## src/rtl/busreq_pkg.sv

```systemverilog
// Shared types and sizing for the bus-request register file and its operand FIFO.
package busreq_pkg;

    localparam int FIFO_DEPTH = 8;
    localparam int NUM_REGS   = 16;
    localparam int DATA_W     = 4;
    localparam int PTR_W      = $clog2(FIFO_DEPTH);
    localparam int CNT_W      = PTR_W + 1;

    typedef enum logic [3:0] {
        REQ_IDLE  = 4'b0000,
        REQ_READ  = 4'b0001,
        REQ_WRITE = 4'b0010,
        REQ_NEXT  = 4'b0011
    } busreq_e;

    typedef enum logic {
        ST_IDLE = 1'b0,
        ST_HOLD = 1'b1
    } state_e;

endpackage

```

## src/rtl/operand_fifo.sv

```systemverilog
// Operand FIFO: wrapping pointers, registered full/empty, single-cycle overflow/underflow pulses.
module operand_fifo
    import busreq_pkg::*;
(
    input  logic              clk,
    input  logic              rst,
    input  logic              push,
    input  logic              pop,
    input  logic [DATA_W-1:0] push_data,
    output logic [DATA_W-1:0] pop_data,
    output logic              full,
    output logic              empty,
    output logic              overflow,
    output logic              underflow
);

    logic [DATA_W-1:0] mem [FIFO_DEPTH];
    logic [PTR_W-1:0]  wr_ptr;
    logic [PTR_W-1:0]  rd_ptr;
    logic [CNT_W-1:0]  count;
    logic [CNT_W-1:0]  count_nxt;
    logic              do_push;
    logic              do_pop;

    // A pop frees a slot in the same edge, so a full FIFO can still take a push alongside it.
    assign do_pop    = pop && (count != '0);
    assign do_push   = push && ((count != CNT_W'(FIFO_DEPTH)) || do_pop);
    assign underflow = pop && (count == '0);
    assign overflow  = push && !do_push;
    assign count_nxt = count + CNT_W'(do_push) - CNT_W'(do_pop);
    assign pop_data  = mem[rd_ptr];

    // NOTE: sequential state uses non-blocking assignments so every flop samples pre-edge values.
    always_ff @(posedge clk) begin
        if (rst) begin
            wr_ptr <= '0;
            rd_ptr <= '0;
            count  <= '0;
            full   <= 1'b0;
            empty  <= 1'b1;
        end else begin
            if (do_push) wr_ptr <= wr_ptr + 1'b1;
            if (do_pop)  rd_ptr <= rd_ptr + 1'b1;
            count <= count_nxt;
            full  <= (count_nxt == CNT_W'(FIFO_DEPTH));
            empty <= (count_nxt == '0);
        end
    end

    // NOTE: storage is not reset; count and pointers alone decide which entries are valid.
    always_ff @(posedge clk) begin
        if (do_push) mem[wr_ptr] <= push_data;
    end

endmodule

```

## src/rtl/busreq_regfile.sv

```systemverilog
// Register file serviced by a two-state request/acknowledge handshake from the ALU core.
module busreq_regfile
    import busreq_pkg::*;
(
    input  logic              clk,
    input  logic              rst,
    input  logic [3:0]        busreq,
    input  logic [DATA_W-1:0] wb_data,
    input  logic              op_push,
    input  logic [DATA_W-1:0] op_in,
    output logic [DATA_W-1:0] operand,
    output logic [DATA_W-1:0] reg_data,
    output logic              ack,
    output logic              fifo_full,
    output logic              fifo_empty,
    output logic              err
);

    logic [DATA_W-1:0] regs [NUM_REGS];
    state_e            state;
    state_e            state_nxt;
    logic              exec;
    logic              do_read;
    logic              do_write;
    logic              do_next;
    logic [DATA_W-1:0] pop_data;
    logic              overflow;
    logic              underflow;

    operand_fifo u_fifo (
        .clk       (clk),
        .rst       (rst),
        .push      (op_push),
        .pop       (do_next),
        .push_data (op_in),
        .pop_data  (pop_data),
        .full      (fifo_full),
        .empty     (fifo_empty),
        .overflow  (overflow),
        .underflow (underflow)
    );

    always_ff @(posedge clk) begin
        if (rst) state <= ST_IDLE;
        else     state <= state_nxt;
    end

    // NOTE: every always_comb output gets a default first so no path infers a latch.
    always_comb begin
        state_nxt = state;
        exec      = 1'b0;
        case (state)
            ST_IDLE: begin
                if (busreq inside {REQ_READ, REQ_WRITE, REQ_NEXT}) begin
                    exec      = 1'b1;
                    state_nxt = ST_HOLD;
                end
            end
            ST_HOLD: begin
                if (busreq == REQ_IDLE) state_nxt = ST_IDLE;
            end
            default: state_nxt = ST_IDLE;
        endcase
    end

    assign do_read  = exec && (busreq == REQ_READ);
    assign do_write = exec && (busreq == REQ_WRITE) && (operand != '0);
    assign do_next  = exec && (busreq == REQ_NEXT);

    always_ff @(posedge clk) begin
        if (rst) begin
            ack      <= 1'b0;
            operand  <= '0;
            reg_data <= '0;
            err      <= 1'b0;
        end else begin
            ack <= (state_nxt == ST_HOLD);
            err <= err | overflow | underflow;
            if (do_next && !fifo_empty) operand <= pop_data;
            if (do_read) reg_data <= (operand == '0) ? '0 : regs[operand];
        end
    end

    // Register contents are architecturally visible after reset, so the array is cleared.
    always_ff @(posedge clk) begin
        if (rst) begin
            for (int i = 0; i < NUM_REGS; i++) regs[i] <= '0;
        end else if (do_write) begin
            regs[operand] <= wb_data;
        end
    end

endmodule

```

## config.mk

```make
export PLATFORM = sky130hd
export DESIGN_NAME = busreq_regfile
export DESIGN_NICKNAME = d
export VERILOG_FILES = /design/src/rtl/busreq_pkg.sv /design/src/rtl/operand_fifo.sv /design/src/rtl/busreq_regfile.sv
export SDC_FILE = /design/constraint.sdc
export NUM_CORES = 1
export LEC_CHECK = 0
export ABC_AREA = 1
export CAP_MARGIN = 20
export CORE_UTILIZATION = 60
export CTS_BUF_LIST = sky130_fd_sc_hd__clkbuf_8
export DETAILED_ROUTE_END_ITERATION = 10
export PLACE_DENSITY = 0.79
export SLEW_MARGIN = 20
export SYNTH_ARGS = -nofsm -noshare
export SYNTH_HDL_FRONTEND = slang
export SYNTH_HIERARCHICAL = 1
export SYNTH_SLANG_ARGS = --single-unit
export TNS_END_PERCENT = 20
```

## constraint.sdc

```tcl
create_clock -name clk -period 3.5 [get_ports clk]
set_input_delay 1.05 -clock clk [delete_from_list [all_inputs] [get_ports clk]]
set_output_delay 1.05 -clock clk [all_outputs]
set_load 0.005 [all_outputs]
```

==> flow_metrics.env, run 1 <==
export IMPL_status="finished, final reports clean"
export IMPL_ys_seq_area_share_pct=61.1
export IMPL_min_from="u_fifo/rd_ptr[2]"
export IMPL_whs_path_depth=2
export IMPL_max_clock_freq_mhz=328
export IMPL_final_cell_area_sq_mm=0.00647
export IMPL_dpl_cell_area_sq_mm=0.00603
export IMPL_ios=27
export IMPL_final_cell_mix="nand2_1 (156), nor2_1 (98), edfxtp_1 (96)"
export IMPL_final_common_cell="nand2_1"
export IMPL_min_period_over_period_pct=87.1
export IMPL_grt_pass1_vias=4076
export IMPL_finalMaxSlewViolations=0
export IMPL_fin_skew_ps=14.8
export IMPL_ys_async_sr_fraction_pct=0
export IMPL_reg2regPathDepth=15
export IMPL_syn_to_final_growth_pct=14.1
export IMPL_maxSlewHeadroom_pct=36.7
export IMPL_rr_endpoint="u_fifo/empty"
export IMPL_first_pass_iters=5
export IMPL_maxCapViolCount=0
export IMPL_gp_congestion=0.919
export IMPL_root_buffer="clkbuf_8"
export IMPL_leakagePower_uw=0.00272
export IMPL_cts_made_buffers=17
export IMPL_cts_tree="yes"
export IMPL_power_uw=3610
export IMPL_ys_seq_elements=125
export IMPL_first_iter_violations=288
export IMPL_clock_latency_ps=430
export IMPL_die_area_sq_mm=0.00984
export IMPL_detail_route_wl_per_cell_um=15.2
export IMPL_clock_path_buffers=2
export IMPL_cp_slowest_cell="clkdlybuf4s50_1"
export IMPL_cts_sinks=125
export IMPL_crit_path_start="busreq[3]"
export IMPL_ant_nets=0
export IMPL_finalSetupTns_ps=0
export IMPL_fin_nets=678
export IMPL_hold_class="register to register"
export IMPL_via_count=4230
export IMPL_syn_area_sq_mm=0.00567
export IMPL_dp_hpwl_um=7790
export IMPL_ys_flop_type="edfxtp_1"
export IMPL_hold_violations=0
export IMPL_postSynthCellCount=620
export IMPL_crit_top_cell="nand2_1"
export IMPL_cp_end_kind="register"
export IMPL_critPathKind="primary input to register"
export IMPL_io_buffers=26
export IMPL_layout_min_cycle_time_ps=3050
export IMPL_regArea_sq_mm=0.00346
export IMPL_synth_edf_count=96
export IMPL_whs_ps=462
export IMPL_crit_path_max_incr_delay_ps=420
export IMPL_antenna_found_initial=0
export IMPL_yosys_area_top_type_share_pct=50.9
export IMPL_track_usage_pct=25.8
export IMPL_rrSetupSlack_ps=1230
export IMPL_finalSetupViolCount=0
export IMPL_n_antenna_cell=0
export IMPL_cts_max_level=4
export IMPL_synth_area_per_cell_sq_um=9.14
export IMPL_cp_max_fo=5
export IMPL_rsz0062_at_grt="false"
export IMPL_cp_top_family="simple AND/OR/NAND/NOR gates"
export IMPL_cts_setup_buffers=0
export IMPL_grt_pass1_wl_um=19000
export IMPL_synth_area_top_cells="edfxtp_1 (51%), nand2_1 (10%), dfxtp_1 (10%)"
export IMPL_initial_core_util_pct=61.6
export IMPL_cp_arrival_ps=3430
export IMPL_routed_via_density=5.43
export IMPL_postRouteWirelength_um=11800
export IMPL_fill_cells=698
export IMPL_ctsHoldBuffers=0
export IMPL_multi_input_area_sq_mm=0.00179
export IMPL_chipHeight_um=99.2
export IMPL_dieWidth_um=99.2
export IMPL_grt_max_degree=33
export IMPL_r2r_start="u_fifo/count[2]"
export IMPL_path_cells="clkdlybuf4s50_1 -> nor2_1 -> nand2_1 -> nor2_1 -> nand2_4 -> nor2_1 -> inv_1 -> nand2_1 -> ha_1 -> inv_1 -> fa_1 -> xor2_1 -> nand2_1 -> o21ai_0 -> nand2_1 -> inv_1"
export IMPL_postCtsResizedCells=0
export IMPL_worst_ep_required_time_ps=3880
export IMPL_yosysUniqueCellTypes=31
export IMPL_tightestPinTransition_ps=949
export IMPL_ir_drop_uv=367
export IMPL_layout_drive_gt1_share_pct=8.38
export IMPL_rows=35
export IMPL_grt_overflow_total=0
export IMPL_post_place_ws_ps=17.6
export IMPL_fin_ws_ps=453
export IMPL_synth_warnings=6
export IMPL_yosysTopAreaCell="edfxtp_1"
export IMPL_core_area_sq_mm=0.00920
export IMPL_clk_pin_slew_worst_paths_ps=70
export IMPL_path_buf_inv=4
export IMPL_crit_path_start_kind="primary input"
export IMPL_drc_errors=0
export IMPL_p_per_area_mw_per_mm2=558
per-layer routing:
metal	up-vias	GRT usage, %	share of wire [%]
met5	-	0	0
met3	29	5.97	6.9
li1	2069	-	-
met4	0	12.9	2.8
met2	159	44.6	50
met1	1973	30.4	40
tightest hold or removal path: cells and delay by family (launching register included):
family,cells,cell delay (ps)
flip-flops,1,310
buffers and inverters,1,50
AO/OA/AOI/OAI,1,60
sequential cells by signal (all words and copies together), names as in the netlist, named ones only:
signal / flops
regs: 64
u_fifo/mem: 32
operand: 4
reg_data: 4
u_fifo/count: 4
u_fifo/rd_ptr: 3
u_fifo/wr_ptr: 3
ack: 1
err: 1
u_fifo/empty: 1
u_fifo/full: 1
kinds of logic after synthesis:
kind of cell	synth area share (%)
AND/OR/NAND/NOR	24.4
flip-flops	61.1
buffers and inverters	7.59
AO/OA/AOI/OAI	4.61
adder cells (fa/ha/maj)	1.90
XOR/XNOR	0.309
other	0.0662
worst max-delay path by stage:
stage,slack (ps),cells after the start,endpoint
after CTS,460,16,u_fifo/empty
after global routing,220,16,u_fifo/empty
after detailed placement,20,16,u_fifo/empty
after global placement,70,16,u_fifo/empty
final,450,16,u_fifo/empty
after floorplan,580,15,u_fifo/empty
synthesized netlist by cell type (2+ instances only):
library cell / instances
a21oi_2: 2
edfxtp_1: 96
inv_1: 80
nor2_1: 98
clkbuf_1: 9
dfxtp_1: 29
ha_1: 7
inv_2: 4
o22ai_1: 8
nand2_4: 3
buf_2: 8
nor3_1: 7
o21ai_0: 20
nor2_2: 4
buf_4: 2
a21oi_1: 13
buf_6: 2
o21ai_1: 4
nand3_1: 56
xor2_1: 2
nand2_1: 156
layout make-up:
cell class | instances | area share (%)
multi-input cells | 392 | 27.6
well taps | 111 | 2.15
clock inverters | 15 | 3.19
repair buffers | 34 | 4.95
flip-flops and latches | 125 | 53.6
clock buffers | 17 | 3.62
inverters | 85 | 4.93
metrics by stage:
stage               utilization [%]  instances
floorplan                         -        623
global placement               65.5        747
detailed placement             65.5        747
CTS                            70.3        779
global route                   70.3        779
finish                         70.3        779
power by group:
group          internal, uW  switching (uW)
clock                   836             556
combinational           185             293
sequential             1680            54.8
(Power assumes the default switching activity.)
==> run 2: changes to the inputs <==
--- a/config.mk
+++ b/config.mk
@@ -7,10 +7,10 @@
 export LEC_CHECK = 0
 export ABC_AREA = 1
 export CAP_MARGIN = 20
-export CORE_UTILIZATION = 60
+export CORE_UTILIZATION = 48
 export CTS_BUF_LIST = sky130_fd_sc_hd__clkbuf_8
 export DETAILED_ROUTE_END_ITERATION = 10
-export PLACE_DENSITY = 0.79
+export PLACE_DENSITY = 0.77
 export SLEW_MARGIN = 20
 export SYNTH_ARGS = -nofsm -noshare
 export SYNTH_HDL_FRONTEND = slang
==> flow_metrics.env, run 2 (synthesized netlist as in run 1, its figures left out) <==
export IMPL_status="finished, final reports clean"
export IMPL_layout_drive_gt1_share_pct=8.22
export IMPL_worst_ep_required_time_ps=3870
export IMPL_fill_cells=981
export IMPL_layout_min_cycle_time_ps=3130
export IMPL_fin_util_pct=55.8
export IMPL_max_clock_freq_mhz=319
export IMPL_dieWidth_um=111
export IMPL_rows=39
export IMPL_internal_power_uw=2370
export IMPL_antenna_found_initial=0
export IMPL_min_period_over_period_pct=89.5
export IMPL_finalMaxSlewViolations=0
export IMPL_gp_congestion=0.900
export IMPL_hold_class="register to register"
export IMPL_cts_sinks=125
export IMPL_post_place_ws_ps=-27.5
export IMPL_chipHeight_um=111
export IMPL_grt_overflow_total=0
export IMPL_grt_max_degree=34
export IMPL_power_frac_clock_pct=31.9
export IMPL_first_iter_violations=242
export IMPL_first_pass_iters=5
export IMPL_io_buffers=26
export IMPL_cts_tree="yes"
export IMPL_fin_skew_ps=9.90
export IMPL_ir_drop_uv=359
export IMPL_clk_pin_slew_worst_paths_ps=70
export IMPL_root_buffer="clkbuf_8"
export IMPL_track_usage_pct=19.8
export IMPL_top_register="regs"
export IMPL_die_area_sq_mm=0.0122
export IMPL_cp_max_fo=5
export IMPL_grt_pass1_vias=4049
export IMPL_final_common_cell="nand2_1"
export IMPL_cts_setup_buffers=0
export IMPL_maxSlewHeadroom_pct=37.0
export IMPL_hold_violations=0
export IMPL_switching_share_pct=26.8
export IMPL_clock_path_buffers=2
export IMPL_cp_arrival_ps=3510
export IMPL_cts_max_level=4
export IMPL_core_area_sq_mm=0.0115
export IMPL_fin_ws_ps=367
export IMPL_placedCellCount=780
export IMPL_via_count=4193
export IMPL_largest_reg_flops=64
export IMPL_critPathKind="primary input to register"
export IMPL_dp_hpwl_um=7950
export IMPL_routed_via_density=5.16
export IMPL_drc_errors=0
export IMPL_initial_core_util_pct=49.4
export IMPL_fin_nets=679
export IMPL_n_antenna_cell=0
export IMPL_detail_route_wl_per_cell_um=14.1
export IMPL_syn_to_final_growth_pct=12.9
export IMPL_ios=27
export IMPL_tightestPinTransition_ps=944
export IMPL_postCtsResizedCells=0
export IMPL_cts_made_buffers=17
export IMPL_leakagePower_uw=0.00268
export IMPL_reg_top3="regs: 64 flops, u_fifo/mem: 32 flops"
export IMPL_switching_power_uw=870
export IMPL_cp_end_kind="register"
export IMPL_crit_path_start_kind="primary input"
export IMPL_maxCapViolCount=0
export IMPL_ctsHoldBuffers=0
export IMPL_postRouteWirelength_um=11400
export IMPL_finalSetupViolCount=0
export IMPL_grt_pass1_wl_um=19000
export IMPL_power_frac_comb_pct=14.5
export IMPL_p_per_area_mw_per_mm2=507
export IMPL_clock_latency_ps=420
export IMPL_ant_nets=0
export IMPL_rsz0062_at_grt="false"
export IMPL_layout_cells_non_filler=812
export IMPL_power_frac_seq_pct=53.6
export IMPL_final_cell_mix="nand2_1 (156), nor2_1 (98), edfxtp_1 (96)"
-- run 2: cell count changes in the layout (fill, tap and decap cells not counted), sizes merged --
cell | previous run | this run
bufinv | 5 | 0
clkbuf | 17 | 19
buf | 8 | 9
inv | 87 | 90
-- run 2: power groups by stage --
stage / logic [uW] / registers, uW / clock network (uW)
finish: 471 / 1740 / 1040
global route: 536 / 1750 / 1120
CTS: 472 / 1740 / 1050
detailed placement: 467 / 1770 / 0
global placement: 452 / 1770 / 0
floorplan: 327 / 1750 / 0
-- run 2: metal layers --
metal  global-route usage [%]  up-vias  part of all wire [%]
met2                     34.1      110                    50
li1                         -     2070                     -
met4                     6.67        0                   1.6
met3                     4.98       17                   5.3
met5                        0        -                     0
met1                     24.2     1996                    43
-- run 2: critical path: stages --
cell             delay, ps
clkdlybuf4s50_1        430
nor2_1                 140
nand2_1                 80
nor2_1                 210
nand2_4                110
nor2_1                 170
inv_1                   80
nand2_1                 70
ha_1                   150
inv_1                   60
fa_1                   390
xor2_1                 190
nand2_1                 90
o21ai_0                160
nand2_1                 70
inv_1                   50
-- run 2: final timing paths --
| path | depth (start not counted) | to | startpoint | slack (ps) |
|---|---|---|---|---|
| max | 16 | u_fifo/empty | busreq[3] | 370 |
| min | 2 | register | u_fifo/rd_ptr[2] | 460 |
| max reg2reg | 15 | u_fifo/empty | ack | 1180 |
| min reg2reg | 2 | register | u_fifo/rd_ptr[2] | 460 |
-- run 2: per-stage QoR --
stage | power (uW) | setup TNS, ps | area, sq um | hold slack (ps)
2_1_floorplan | 2080 | 0 | 5680 | 433
3_3_place_gp | 2220 | 0 | 6070 | 451
3_5_place_dp | 2240 | -27.5 | 6070 | 463
4_1_cts | 3260 | 0 | 6400 | 463
5_1_grt | 3400 | 0 | 6400 | 502
6_report | 3250 | 0 | 6400 | 463
-- run 2: layout make-up --
cell class                      instances  area [sq um]  area share (%)
Clock buffer                           19           262            4.09
Clock inverter                         13          62.6           0.978
Inverter                               85           319            4.99
Multi-Input combinational cell        392          1790            27.9
Sequential cell                       125          3460            54.1
Tap cell                              143           179            2.80
Timing Repair Buffer                   35           328            5.12
==> run 3: changes to the inputs <==
--- a/config.mk
+++ b/config.mk
@@ -7,6 +7,7 @@
 export LEC_CHECK = 0
 export ABC_AREA = 1
 export CAP_MARGIN = 20
+export CORE_ASPECT_RATIO = 0.5
 export CORE_UTILIZATION = 48
 export CTS_BUF_LIST = sky130_fd_sc_hd__clkbuf_8
 export DETAILED_ROUTE_END_ITERATION = 10
@@ -16,4 +17,4 @@
 export SYNTH_HDL_FRONTEND = slang
 export SYNTH_HIERARCHICAL = 1
 export SYNTH_SLANG_ARGS = --single-unit
-export TNS_END_PERCENT = 20
+export TNS_END_PERCENT = 50
==> flow_metrics.env, run 3 (synthesized netlist as in run 1, its figures left out) <==
export IMPL_cp_max_fo=5
export IMPL_via_count=4151
export IMPL_first_pass_iters=4
export IMPL_reg_top3="regs: 64 flops, u_fifo/mem: 32 flops"
export IMPL_layout_cells_non_filler=829
export IMPL_r2r_start="ack"
export IMPL_cp_depth=16
export IMPL_ant_nets=0
export IMPL_finalSetupViolCount=0
export IMPL_maxSlewHeadroom_pct=37.1
export IMPL_cp_arrival_ps=3460
export IMPL_cts_sinks=125
export IMPL_dpl_cell_area_sq_mm=0.00610
export IMPL_wl_met1_um=4980
export IMPL_max_clock_freq_mhz=326
export IMPL_initial_core_util_pct=50.4
export IMPL_path_cells="clkdlybuf4s50_1 -> nor2_1 -> nand2_1 -> nor2_1 -> nand2_4 -> nor2_1 -> inv_1 -> nand2_1 -> ha_1 -> inv_1 -> fa_1 -> xor2_1 -> nand2_1 -> o21ai_0 -> nand2_1 -> inv_1"
export IMPL_cts_setup_buffers=0
export IMPL_layout_min_cycle_time_ps=3070
export IMPL_clk_pin_slew_worst_paths_ps=70
export IMPL_die_area_sq_mm=0.0123
export IMPL_grt_overflow_total=0
export IMPL_fin_nets=680
export IMPL_dr_wl_met2_um=5380
export IMPL_crit_path_start="busreq[3]"
export IMPL_wl_met3_um=762
export IMPL_crit_path_start_kind="primary input"
export IMPL_ios=27
export IMPL_crit_top_cell="nand2_1"
export IMPL_antenna_found_initial=0
export IMPL_track_usage_pct=20.7
export IMPL_cts_max_level=4
export IMPL_clock_latency_ps=440
export IMPL_grt_max_degree=34
export IMPL_rr_endpoint="u_fifo/empty"
export IMPL_rsz0062_at_grt="false"
export IMPL_top_register="regs"
export IMPL_routed_via_density=5.01
export IMPL_final_cell_area_sq_mm=0.00643
export IMPL_hold_class="register to register"
export IMPL_min_from="reg_data[1]"
export IMPL_drc_errors=0
export IMPL_reg2regPathDepth=15
export IMPL_top_layer_used="met4"
export IMPL_min_period_over_period_pct=87.7
export IMPL_status="finished, final reports clean"
export IMPL_fin_skew_ps=7.82
export IMPL_grt_pass1_wl_um=19000
export IMPL_core_area_sq_mm=0.0112
export IMPL_rrSetupSlack_ps=1200
export IMPL_cp_top_family="simple AND/OR/NAND/NOR gates"
export IMPL_io_buffers=26
export IMPL_ctsHoldBuffers=0
export IMPL_leakagePower_uw=0.00269
export IMPL_tightestPinTransition_ps=942
export IMPL_crit_path_max_incr_delay_ps=410
export IMPL_root_buffer="clkbuf_8"
export IMPL_endpoint="u_fifo/empty"
export IMPL_gp_congestion=0.854
export IMPL_finalMaxSlewViolations=0
export IMPL_chipHeight_um=78.8
export IMPL_clock_path_buffers=2
export IMPL_worst_ep_required_time_ps=3890
export IMPL_cp_end_kind="register"
export IMPL_path_buf_inv=4
export IMPL_ir_drop_uv=271
export IMPL_cts_tree="yes"
export IMPL_postRouteWirelength_um=11400
export IMPL_placedCellCount=797
export IMPL_syn_to_final_growth_pct=13.4
export IMPL_fin_ws_ps=432
export IMPL_final_cell_mix="nand2_1 (156), nor2_1 (98), edfxtp_1 (96)"
export IMPL_layout_drive_gt1_share_pct=7.91
export IMPL_n_antenna_cell=0
export IMPL_post_place_ws_ps=-41.7
export IMPL_dieWidth_um=156
export IMPL_critPathKind="primary input to register"
export IMPL_maxCapViolCount=0
export IMPL_power_uw=3280
export IMPL_rows=27
export IMPL_detail_route_wl_per_cell_um=13.8
export IMPL_final_common_cell="nand2_1"
export IMPL_dp_hpwl_um=7790
export IMPL_cts_made_buffers=17
export IMPL_postCtsResizedCells=0
export IMPL_p_per_area_mw_per_mm2=511
export IMPL_cp_slowest_cell="clkdlybuf4s50_1"
export IMPL_largest_reg_flops=64
export IMPL_hold_violations=0
export IMPL_first_iter_violations=330
export IMPL_grt_pass1_vias=4001
==> run 3: worst min-delay path by stage <==
stage / end / slack (ps) / cells past startpoint
floorplan: register / 430 / 2
global placement: reg_data[2] / 450 / 2
detailed placement: reg_data[1] / 460 / 2
CTS: reg_data[1] / 470 / 2
global route: u_fifo/rd_ptr[2] / 500 / 2
finish: reg_data[1] / 470 / 2
==> run 3: area by class of cell <==
type | instances | area (sq um)
fillers | 959 | 4820
inverters | 85 | 319
multi-input cells | 392 | 1790
clock buffers | 17 | 234
clock inverters | 15 | 92.6
repair buffers | 36 | 335
well taps | 159 | 199
flip-flops and latches | 125 | 3460
==> run 3: power by group <==
part | switching [uW] | total, uW | internal (uW) | leakage [uW]
Sequential | 51.8 | 1740 | 1690 | 0.00118
Clock | 542 | 1070 | 531 | 0.000187
Combinational | 289 | 475 | 186 | 0.00131
Total | 882 | 3280 | 2400 | 0.00269
==> run 3: through the flow <==
step | TNS [ps] | hold WS [ps] | utilization (%)
floorplan | 0 | 433 | -
global placement | 0 | 454 | 54.2
detailed placement | -41.7 | 459 | 54.2
CTS | 0 | 473 | 57.1
global route | 0 | 496 | 57.1
finish | 0 | 469 | 57.1
==> run 3: tightest hold or removal path, cell delays in order (launching register included) <==
cell and delay (ps):
dfxtp_1 310, nand2_1 60, a21oi_1 50
==> run 3: routing by layer <==
| layer | vias to the layer above | global-route usage [%] |
|---|---|---|
| met5 | - | 0 |
| met4 | 0 | 9.90 |
| met3 | 23 | 5.13 |
| met2 | 138 | 33.8 |
| met1 | 1922 | 26.2 |
| li1 | 2068 | - |
